`config.mk`:
```
export PLATFORM = sky130hd
export DESIGN_NAME = operand_bypass_mux
export DESIGN_NICKNAME = d
export VERILOG_FILES = /design/src/rtl/operand_bypass_mux_pkg.sv /design/src/rtl/operand_bypass_mux_fwd_match_prio.sv /design/src/rtl/operand_bypass_mux.sv
export SDC_FILE = /design/constraint.sdc
export NUM_CORES = 1
export LEC_CHECK = 0
export BUFFER_PORTS_ARGS = -buffer_cell sky130_fd_sc_hd__clkbuf_2
export CORE_ASPECT_RATIO = 1.2
export CORE_UTILIZATION = 44
export CTS_BUF_LIST = sky130_fd_sc_hd__clkbuf_16
export DETAILED_ROUTE_END_ITERATION = 8
export GPL_TIMING_DRIVEN = 0
export PLACE_DENSITY = 0.83
export SLEW_MARGIN = 20
export SYNTH_ARGS = -nofsm -noshare
export SYNTH_HDL_FRONTEND = slang
export SYNTH_SLANG_ARGS = --single-unit
```
`constraint.sdc`:
```
create_clock -name clk -period 3.4 [get_ports clk]
set_clock_uncertainty 0.1 [all_clocks]
set_input_delay 0.68 -clock clk [delete_from_list [all_inputs] [get_ports clk]]
set_output_delay 0.68 -clock clk [all_outputs]
set_load 0.005 [all_outputs]
```
`src/rtl/operand_bypass_mux_pkg.sv`:
```
// Shared definitions for the ID/EX operand-select stage: default widths,
// the hard-wired zero register and the hazard FSM state encodings.
package operand_bypass_mux_pkg;

    localparam int DATA_W_DEF  = 32;
    localparam int REG_AW_DEF  = 5;
    localparam int NUM_FWD_DEF = 2;
    localparam int CNT_W_DEF   = 16;

    // $zero: reads as 0 and is never a forwarding target
    localparam logic [4:0] ZERO_REG = 5'd0;

    // Hazard FSM encodings
    localparam logic [0:0] ST_IDLE = 1'b0;
    localparam logic [0:0] ST_HAZ  = 1'b1;

    // Width of a stage index; at least one bit even with a single stage
    function automatic int idx_w(input int n);
        return (n > 1) ? $clog2(n) : 1;
    endfunction

endpackage

```
`src/rtl/operand_bypass_mux_fwd_match_prio.sv`:
```
// Forwarding-match priority encoder: finds the youngest in-flight writer
// whose destination equals the source register ($zero never matches).
module fwd_match_prio
    import operand_bypass_mux_pkg::*;
#(
    parameter  int NUM_FWD = NUM_FWD_DEF,
    parameter  int REG_AW  = REG_AW_DEF,
    localparam int IDX_W   = idx_w(NUM_FWD)
) (
    input  logic [REG_AW-1:0]         rs_addr,
    input  logic [NUM_FWD-1:0]        fwd_wen,
    input  logic [NUM_FWD*REG_AW-1:0] fwd_addr,
    output logic                      hit,
    output logic [NUM_FWD-1:0]        winner_oh,
    output logic [IDX_W-1:0]          winner_idx
);

    // Scan oldest to youngest so the lowest matching index is written last and wins
    always_comb begin
        // NOTE: every output gets a default before the loop so no path leaves it unassigned (no latch).
        hit        = 1'b0;
        winner_oh  = '0;
        winner_idx = '0;
        for (int k = NUM_FWD - 1; k >= 0; k--) begin
            if (fwd_wen[k] &&
                (fwd_addr[k*REG_AW +: REG_AW] == rs_addr) &&
                (rs_addr != REG_AW'(ZERO_REG))) begin
                hit          = 1'b1;
                winner_oh    = '0;
                winner_oh[k] = 1'b1;
                winner_idx   = IDX_W'(k);
            end
        end
    end

endmodule

```
`src/rtl/operand_bypass_mux.sv`:
```
// ID->EX operand select stage: chooses register-file or forwarded data,
// stalls on load-use hazards, registers the operand for EX and counts
// hazard stall cycles.
module operand_bypass_mux
    import operand_bypass_mux_pkg::*;
#(
    parameter  int DATA_W  = DATA_W_DEF,
    parameter  int REG_AW  = REG_AW_DEF,
    parameter  int NUM_FWD = NUM_FWD_DEF,
    parameter  int CNT_W   = CNT_W_DEF,
    localparam int SEL_W   = $clog2(NUM_FWD + 1)
) (
    input  logic                      clk,
    input  logic                      rst_n,
    input  logic                      in_valid,
    output logic                      in_ready,
    input  logic [REG_AW-1:0]         rs_addr,
    input  logic [DATA_W-1:0]         rf_data,
    input  logic [NUM_FWD-1:0]        fwd_wen,
    input  logic [NUM_FWD*REG_AW-1:0] fwd_addr,
    input  logic [NUM_FWD*DATA_W-1:0] fwd_data,
    input  logic [NUM_FWD-1:0]        fwd_is_load,
    input  logic                      stall_in,
    input  logic                      flush,
    output logic                      out_valid,
    output logic [DATA_W-1:0]         out_data,
    output logic [SEL_W-1:0]          out_sel,
    output logic                      hazard_stall,
    output logic [CNT_W-1:0]          stall_cnt
);

    localparam int IDX_W = idx_w(NUM_FWD);

    logic                 hit;
    logic [NUM_FWD-1:0]   winner_oh;
    logic [IDX_W-1:0]     winner_idx;
    logic [DATA_W-1:0]    sel_data;
    logic [SEL_W-1:0]     sel_src;
    logic                 sel_is_load;
    logic                 hazard;

    logic                 out_valid_q, out_valid_d;
    logic [DATA_W-1:0]    out_data_q,  out_data_d;
    logic [SEL_W-1:0]     out_sel_q,   out_sel_d;
    logic [0:0]           state_q,     state_d;
    logic [CNT_W-1:0]     stall_cnt_q, stall_cnt_d;

    fwd_match_prio #(
        .NUM_FWD (NUM_FWD),
        .REG_AW  (REG_AW)
    ) u_match (
        .rs_addr    (rs_addr),
        .fwd_wen    (fwd_wen),
        .fwd_addr   (fwd_addr),
        .hit        (hit),
        .winner_oh  (winner_oh),
        .winner_idx (winner_idx)
    );

    // Operand mux: $zero forces 0, else winning stage, else register file
    always_comb begin
        sel_data    = rf_data;
        sel_src     = '0;
        sel_is_load = 1'b0;
        if (rs_addr == REG_AW'(ZERO_REG)) begin
            sel_data = '0;
        end else if (hit) begin
            sel_src = SEL_W'(winner_idx) + SEL_W'(1);
            for (int k = 0; k < NUM_FWD; k++) begin
                if (winner_oh[k]) begin
                    sel_data    = fwd_data[k*DATA_W +: DATA_W];
                    sel_is_load = fwd_is_load[k];
                end
            end
        end
    end

    // A winning load still in flight blocks acceptance
    assign hazard       = in_valid & sel_is_load;
    assign hazard_stall = hazard;
    assign in_ready     = in_valid & ~hazard & ~stall_in & ~flush;

    // Output register next state: flush > stall_in > accept > bubble
    always_comb begin
        out_valid_d = 1'b0;
        out_data_d  = out_data_q;
        out_sel_d   = out_sel_q;
        if (flush) begin
            out_valid_d = 1'b0;
        end else if (stall_in) begin
            out_valid_d = out_valid_q;
        end else if (in_ready) begin
            out_valid_d = 1'b1;
            out_data_d  = sel_data;
            out_sel_d   = sel_src;
        end
    end

    // Hazard FSM next state; tracks stall episodes, does not gate the datapath
    always_comb begin
        state_d = state_q;
        case (state_q)
            ST_IDLE: if (hazard && !flush) state_d = ST_HAZ;
            ST_HAZ:  if (!hazard || flush) state_d = ST_IDLE;
            default: state_d = ST_IDLE;
        endcase
    end

    // Saturating hazard-cycle counter next state
    always_comb begin
        stall_cnt_d = stall_cnt_q;
        if (hazard && (stall_cnt_q != {CNT_W{1'b1}})) begin
            stall_cnt_d = stall_cnt_q + CNT_W'(1);
        end
    end

    // State registers, cleared immediately by reset
    always_ff @(posedge clk or negedge rst_n) begin
        // NOTE: sequential state uses non-blocking assignments so all flops update together at the edge.
        if (!rst_n) begin
            out_valid_q <= 1'b0;
            out_data_q  <= '0;
            out_sel_q   <= '0;
            state_q     <= ST_IDLE;
            stall_cnt_q <= '0;
        end else begin
            out_valid_q <= out_valid_d;
            out_data_q  <= out_data_d;
            out_sel_q   <= out_sel_d;
            state_q     <= state_d;
            stall_cnt_q <= stall_cnt_d;
        end
    end

    assign out_valid = out_valid_q;
    assign out_data  = out_data_q;
    assign out_sel   = out_sel_q;
    assign stall_cnt = stall_cnt_q;

endmodule
```
==> results of run 1 <==
state kept, by name, indices dropped and copies added, names as in the netlist:
| register | flops |
|---|---|
| out_valid | 1 |
| stall_cnt | 16 |
| out_sel | 2 |
| out_data | 32 |
routing by layer:
metal / GRT usage (%) / wire length (um)
met2: 42.80 / 4236
met4: 7.372 / 126
met5: 0 / 0
met3: 3.920 / 482
met1: 27.58 / 3132
cells in the mapped netlist, drive strengths merged (2+ instances only):
cell and number:
nand3 3, inv 2, xor2 22, nor3 6
a22o 32, dfrtp 51, a21oi 32, nor2 37
mux2i 32, nor2b 3, nand4 4, nand2 17
and3 3, o31ai 2, nor4 8, xnor2 2
buf 13, and4 2, clkbuf 8
cells by family after synthesis:
logic type | count (synthesis) | synth area share, %
AO/OA/AOI/OAI | 69 | 17.04
flip-flops | 51 | 44.00
adder cells (fa/ha/maj) | 1 | 0.4313
AND/OR/NAND/NOR | 90 | 16.13
XOR/XNOR | 24 | 7.248
multiplexers | 33 | 11.43
buffers and inverters | 23 | 3.710
power breakdown:
part / internal, mW / total, mW / switching (mW)
clock: 0.419 / 0.629 / 0.210
sequential: 0.685 / 0.741 / 0.0557
combinational: 0.191 / 0.340 / 0.149
total: 1.30 / 1.71 / 0.414
layout make-up:
type,count,share of cell area [%]
Multi-Input combinational cell,217,37.48
Sequential cell,51,31.41
Timing Repair Buffer,172,21.25
Clock buffer,5,3.080
Tap cell,85,2.618
Buffer,20,2.402
Clock inverter,3,1.571
Inverter,2,0.1848
worst max-delay path, delay by kind of cell:
family	cells	cell delay [ns]
compound gates	1	0.33
buf+inv	5	0.82
xor+xnor	1	0.16
simple gates	2	0.40
worst max-delay path by stage:
stage                          start       end  slack (ns)  cells after the start
after floorplan           rs_addr[4]  in_ready        0.53                      8
after global placement    rs_addr[4]  in_ready       -0.02                     10
after detailed placement  rs_addr[4]  in_ready       -0.03                     10
after CTS                 rs_addr[4]  in_ready        0.02                      9
after global routing      rs_addr[4]  in_ready        0.09                      9
final                     rs_addr[4]  in_ready        0.22                      9
stage by stage:
stage | setup WS, ns | cell area [um^2] | power [mW]
floorplan | 0.5323 | 2900 | 0.8880
global placement | -0.02144 | 3867 | 1.080
detailed placement | -0.02928 | 3870 | 1.093
CTS | 0.01784 | 4061 | 1.719
global route | 0.08836 | 4063 | 1.789
finish | 0.2197 | 4063 | 1.710
placed cells by master (no fill, tap or decap), types with 3 or more instances in the layout:
cell and count:
clkbuf_2 171, dfrtp_1 51, nor2_1 37, mux2i_1 32, a21oi_1 32, a22o_1 32
xor2_1 22, nand2_1 17, buf_2 9, clkbuf_1 8, nor3_1 6, nor4_1 5
clkbuf_16 5, nand4_1 4, inv_1 3, and3_1 3, nand3_1 3, nor2b_1 3
==> impl_results.md, run 1 <==
* 1st-iter DRT viols at 93
* Syn_area_per_cell at 9.967 um^2
* Gp weighted congestion at 0.8285
* Achievable frequency at 314.4 MHz
* Die area at 6922 um^2
* Leakage at 2.390 nW
* CTS resizes at 1
* Reg-to-Reg End: stall_cnt[1]
* EDFF count, synth at 0
* Pre-antenna DRT Iters at 4
* Total negative slack at 0 ns
* Slew margin rel. at 53.14%
* DP Cell Count at 548
* Sequential fraction of the synthesis area at 44.00%
* CP cell instances: clkbuf_2, xor2_1, nor4_1, nand4_1, buf_2, o311ai_2, buf_4, inv_1, clkbuf_2
* Crit path launch type: input pin
* Vias in the first global route at 2803
* Die Wd at 76.12 um
* CP Data Required Time at 2.62 ns
* PD cells at 420.8 nW/um^2
* Diodes inserted at 0
* Aggregate routed wire length at 7977 um
* Largest area contributor in the netlist: dfrtp_1
* Later-pin clock latency in the skew report at 0.28 ns
* CP max stage cell: o311ai_2
* Worst min-delay path class: input pin to asynchronous set/reset pin
* Clock period minus worst slack at 3.180 ns
* Max_cap viols at 0
* Residual DRC at 0
* Final Max Tran Viols at 0
* CP arrival at 2.40 ns
* Crit path top cell by count: clkbuf_2
* Worst Path Max Fanout at 19
* RR Startpoint: stall_cnt[2]
* Initial Util at 45.27%
* CP peak stage delay at 0.33 ns
* Clock-pin slew on the worst setup and hold paths at 0.06 ns
* IO Count at 173
* CTS H-tree lvls at 2
* Share of cells above drive strength 1 at 41.91%
* Ys async rst share at 100.0%
* Vias at 2907
* First-pass GRT wire length at 12970 um
* Status: finished, final reports clean
* Final Setup Violations at 0
* RSZ-0062 raised after global routing: false
* Grt total ovfl at 0
* Clock tree buffer depth at 2
* Hold WS at 0.3588 ns
* Area of the multi-input gates at 1523 um^2
* Fin cells at 555
* Cts hold-fix bufs at 0
* Final Util at 63.42%
* Post-route antenna net violation count at 0
* Seq cells post-synth at 51
* # rows at 32
* R2R depth at 7
* Synth top area share at 44.00%
* Top_reg_cell synth: dfrtp_1
* TritonCTS Buffers at 5
* CP Class: input pin to output pin
* VDD IR max at 0.2301 mV
* Distinct cells, synth at 34
* Hold Fails Final Rpt at 0
* Period utilisation layout at 93.54%
* Post-DP HPWL at 6328 um
* Reg area at 1276 um^2
* Cells taking the most area after synthesis: dfrtp_1, mux2i_1, a22o_1
* Synth-to-layout area growth at 40.08%
* Layout Nets at 590
* CTS tree: built
* Worst Max-Slew Pin Slew at 0.7030 ns
* Clock tree root driver cell: clkbuf_16
* Die Span Y at 90.94 um
* Core area at 6406 um^2
* Vias/cell at 5.238
* GRT Util Overall at 23.33%
* Area of the mapped netlist at 2900 um^2
* Clk sinks at 51
* Worst R2R Setup Slack at 1.16 ns
* Net Count, Synth at 412
* Warnings, synthesis at 0
* Fill cells at 561
* Largest net degree at the start of global routing at 52
* Wire length per cell at 14.37 um
* IO Port Bufs at 172
* Gate Count Post-Synth at 291
* Initial antenna violation count at 0
* Post-CTS setup buffer count at 0
* CP endpoint kind: output pin
(Power assumes the default switching activity.)
==> inputs of run 2 (changes only) <==
--- a/config.mk
+++ b/config.mk
@@ -15,4 +15,5 @@
 export SLEW_MARGIN = 20
 export SYNTH_ARGS = -nofsm -noshare
 export SYNTH_HDL_FRONTEND = slang
+export SYNTH_HIERARCHICAL = 1
 export SYNTH_SLANG_ARGS = --single-unit
==> impl_results.md, run 2 <==
* First-pass GRT wire length at 12710 um (was 12970 um)
* Bufs and invs on worst path at 3 (was 5)
* Share of cells above drive strength 1 at 43.82% (was 41.91%)
* Status: finished, final reports clean (unchanged)
* Clock tree root driver cell: clkbuf_16 (unchanged)
* Vias at 3040 (was 2907)
* Slew margin rel. at 54.49% (was 53.14%)
* Final Max Tran Viols at 0 (unchanged)
* Core area at 6167 um^2 (was 6406 um^2)
* Clk sinks at 51 (unchanged)
* CP endpoint kind: output pin (unchanged)
* Most frequent cells in the layout: clkbuf_2, dfrtp_1, nand2_1 (was clkbuf_2, dfrtp_1, nor2_1)
* Residual DRC at 0 (unchanged)
* TritonCTS Buffers at 5 (unchanged)
* Clock period minus worst slack at 3.304 ns (was 3.180 ns)
* Aggregate routed wire length at 8103 um (was 7977 um)
* Hold Fails Final Rpt at 0 (unchanged)
* CTS tree: built (unchanged)
* Synth top area share at 44.62% (was 44.00%)
* Warnings, synthesis at 6 (was 0)
* Seq cells post-synth at 51 (unchanged)
* Largest net degree at the start of global routing at 52 (unchanged)
* GRT Util Overall at 24.02% (was 23.33%)
* Post-route antenna net violation count at 0 (unchanged)
* Die Span Y at 90.32 um (was 90.94 um)
* Commonest cells post-synth: dfrtp_1, nand2_1, a22o_1, a22oi_1, o21ai_0 (was dfrtp_1, nor2_1, a21oi_1, a22o_1, mux2i_1)
* Leakage at 2.116 nW (was 2.390 nW)
* Worst Path Max Fanout at 10 (was 19)
* Crit path top cell by count: buf_6 (was clkbuf_2)
* Later-pin clock latency in the skew report at 0.28 ns (about the same)
* Post-DP HPWL at 6318 um (was 6328 um)
* # rows at 31 (was 32)
* Placement Setup Slack at -0.4105 ns (was -0.02928 ns)
* Commonest non-fill, non-tap cell in the layout: clkbuf_2 (unchanged)
* Die area at 6828 um^2 (was 6922 um^2)
* Max_cap viols at 0 (unchanged)
* Diodes inserted at 0 (unchanged)
* Gp weighted congestion at 0.8214 (was 0.8285)
* Grt total ovfl at 0 (unchanged)
* CP Data Required Time at 2.62 ns (about the same)
* Slack of the critical path at 0.09580 ns (was 0.2197 ns)
* 1st-iter DRT viols at 119 (was 93)
* Achievable frequency at 302.6 MHz (was 314.4 MHz)
* CP arrival at 2.52 ns (was 2.40 ns)
* IO Count at 173 (unchanged)
* Period utilisation layout at 97.18% (was 93.54%)
* Initial antenna violation count at 0 (unchanged)
* Cell area after layout at 4079 um^2 (was 4063 um^2)
* Post-placement cell area at 3831 um^2 (was 3870 um^2)
* Layout Nets at 598 (was 590)
* Top_reg_cell synth: dfrtp_1 (unchanged)
* Largest area contributor in the netlist: dfrtp_1 (unchanged)
* Hold WS at 0.3532 ns (was 0.3588 ns)
* Distinct cells, synth at 40 (was 34)
* Syn_area_per_cell at 9.630 um^2 (was 9.967 um^2)
* Cells taking the most area after synthesis: dfrtp_1, a22o_1, a22oi_1 (was dfrtp_1, mux2i_1, a22o_1)
* Most common cell in the netlist: dfrtp_1 (unchanged)
* VDD IR max at 0.2097 mV (was 0.2301 mV)
* Area of the mapped netlist at 2860 um^2 (was 2900 um^2)
* Worst Max-Slew Pin Slew at 0.6826 ns (was 0.7030 ns)
* Max reg flops at 32 (unchanged)
* Wire length per cell at 14.50 um (was 14.37 um)
* Final Setup Violations at 0 (unchanged)
* Die Wd at 75.60 um (was 76.12 um)
* CTS H-tree lvls at 2 (unchanged)
* Delay-heaviest family, CP: simple AND/OR/NAND/NOR gates (was buffers and inverters)
* Vias in the first global route at 2869 (was 2803)
* Clock-pin slew on the worst setup and hold paths at 0.06 ns (about the same)
* Gate Count Post-Synth at 297 (was 291)
* Crit path launch type: input pin (unchanged)
* Sequential fraction of the synthesis area at 44.62% (was 44.00%)
* Vias/cell at 5.438 (was 5.238)
* CP max stage cell: or4_4 (was o311ai_2)
* Worst min-delay path class: input pin to asynchronous set/reset pin (unchanged)
* Final Util at 66.14% (was 63.42%)
* CP peak stage delay at 0.55 ns (was 0.33 ns)
* CP cell instances: buf_2, or4_4, nor2_4, nor4_4, or2_4, nand4b_1, nand2_2, buf_6, and3_4, buf_6 (was clkbuf_2, xor2_1, nor4_1, nand4_1, buf_2, o311ai_2, buf_4, inv_1, clkbuf_2)
* EDFF count, synth at 0 (unchanged)
* IO Port Bufs at 172 (unchanged)
* PD cells at 376.1 nW/um^2 (was 420.8 nW/um^2)
* Pre-antenna DRT Iters at 4 (unchanged)
* Ys async rst share at 100.0% (unchanged)
* Clock tree buffer depth at 2 (unchanged)
* CP Class: input pin to output pin (unchanged)
* Initial Util at 46.38% (was 45.27%)
* Synth-to-layout area growth at 42.61% (was 40.08%)
* Net Count, Synth at 418 (was 412)
==> run 2: cells by family (layout without fill, tap and decap cells) <==
logic type	count (synthesis)	in the layout	share of synthesized area (%)
AOI/OAI and AO/OA	100	100	24.76
xor gates and xnor gates	23	23	7.043
adders and majority gates	1	1	0.4374
buffers and inverters	27	207	4.812
DFF	51	51	44.62
muxes	3	3	1.444
and+or+nand+nor	92	92	16.89
==> run 2: worst paths after layout <==
check | endpoint | slack, ns | cells after the start | startpoint
worst min register to register | out_data[23] | 0.38 | 2 | out_data[23]
worst max register to register | stall_cnt[1] | 1.23 | 6 | stall_cnt[0]
worst min-delay path | stall_cnt[10] | 0.35 | 1 | rst_n
worst max-delay path | hazard_stall | 0.1 | 10 | rs_addr[3]
min in group clk | out_data[23] | 0.38 | 2 | out_data[23]
max in group asynchronous | out_data[7] | 2.39 | 1 | rst_n
==> run 2: cell type report <==
class	count	area [um^2]
sequential	51	1276
multi-input combinational	219	1506
fill	526	2088
buffer	19	93.84
tap	82	102.6
clock inverter	2	37.54
inverter	3	11.26
timing repair buffer	178	925.9
clock buffer	5	125.1
==> run 2: per-stage QoR <==
| step | cells | setup TNS, ns | total power [mW] |
|---|---|---|---|
| after floorplan | 297 | 0 | 0.8118 |
| after global placement | 551 | -1.774 | 0.9806 |
| after detailed placement | 551 | -3.675 | 0.9917 |
| after CTS | 559 | 0 | 1.541 |
| after global routing | 559 | -0.003850 | 1.613 |
| final | 559 | 0 | 1.534 |
==> run 2: repair_timing <==
item	in CTS	in global routing
pin swaps	2	10
resized for setup	5	18
setup endpoints to repair	2	16
buffers inserted	4	2
hold buffers	0	0
endpoints found under the hold margin	0	0
cloned	0	0
==> run 2: layer usage <==
layer / part of all wire [%] / global-route usage, % / vias up
met5: 0 / 0 / -
met1: 39 / 28.46 / 1418
met4: 1.9 / 6.636 / 0
met2: 53 / 43.23 / 146
met3: 6.1 / 4.018 / 18
li1: - / - / 1458
==> run 2: power breakdown <==
| part | switching, mW | internal [mW] |
|---|---|---|
| clock | 0.205 | 0.343 |
| combinational | 0.135 | 0.145 |
| sequential | 0.0355 | 0.670 |
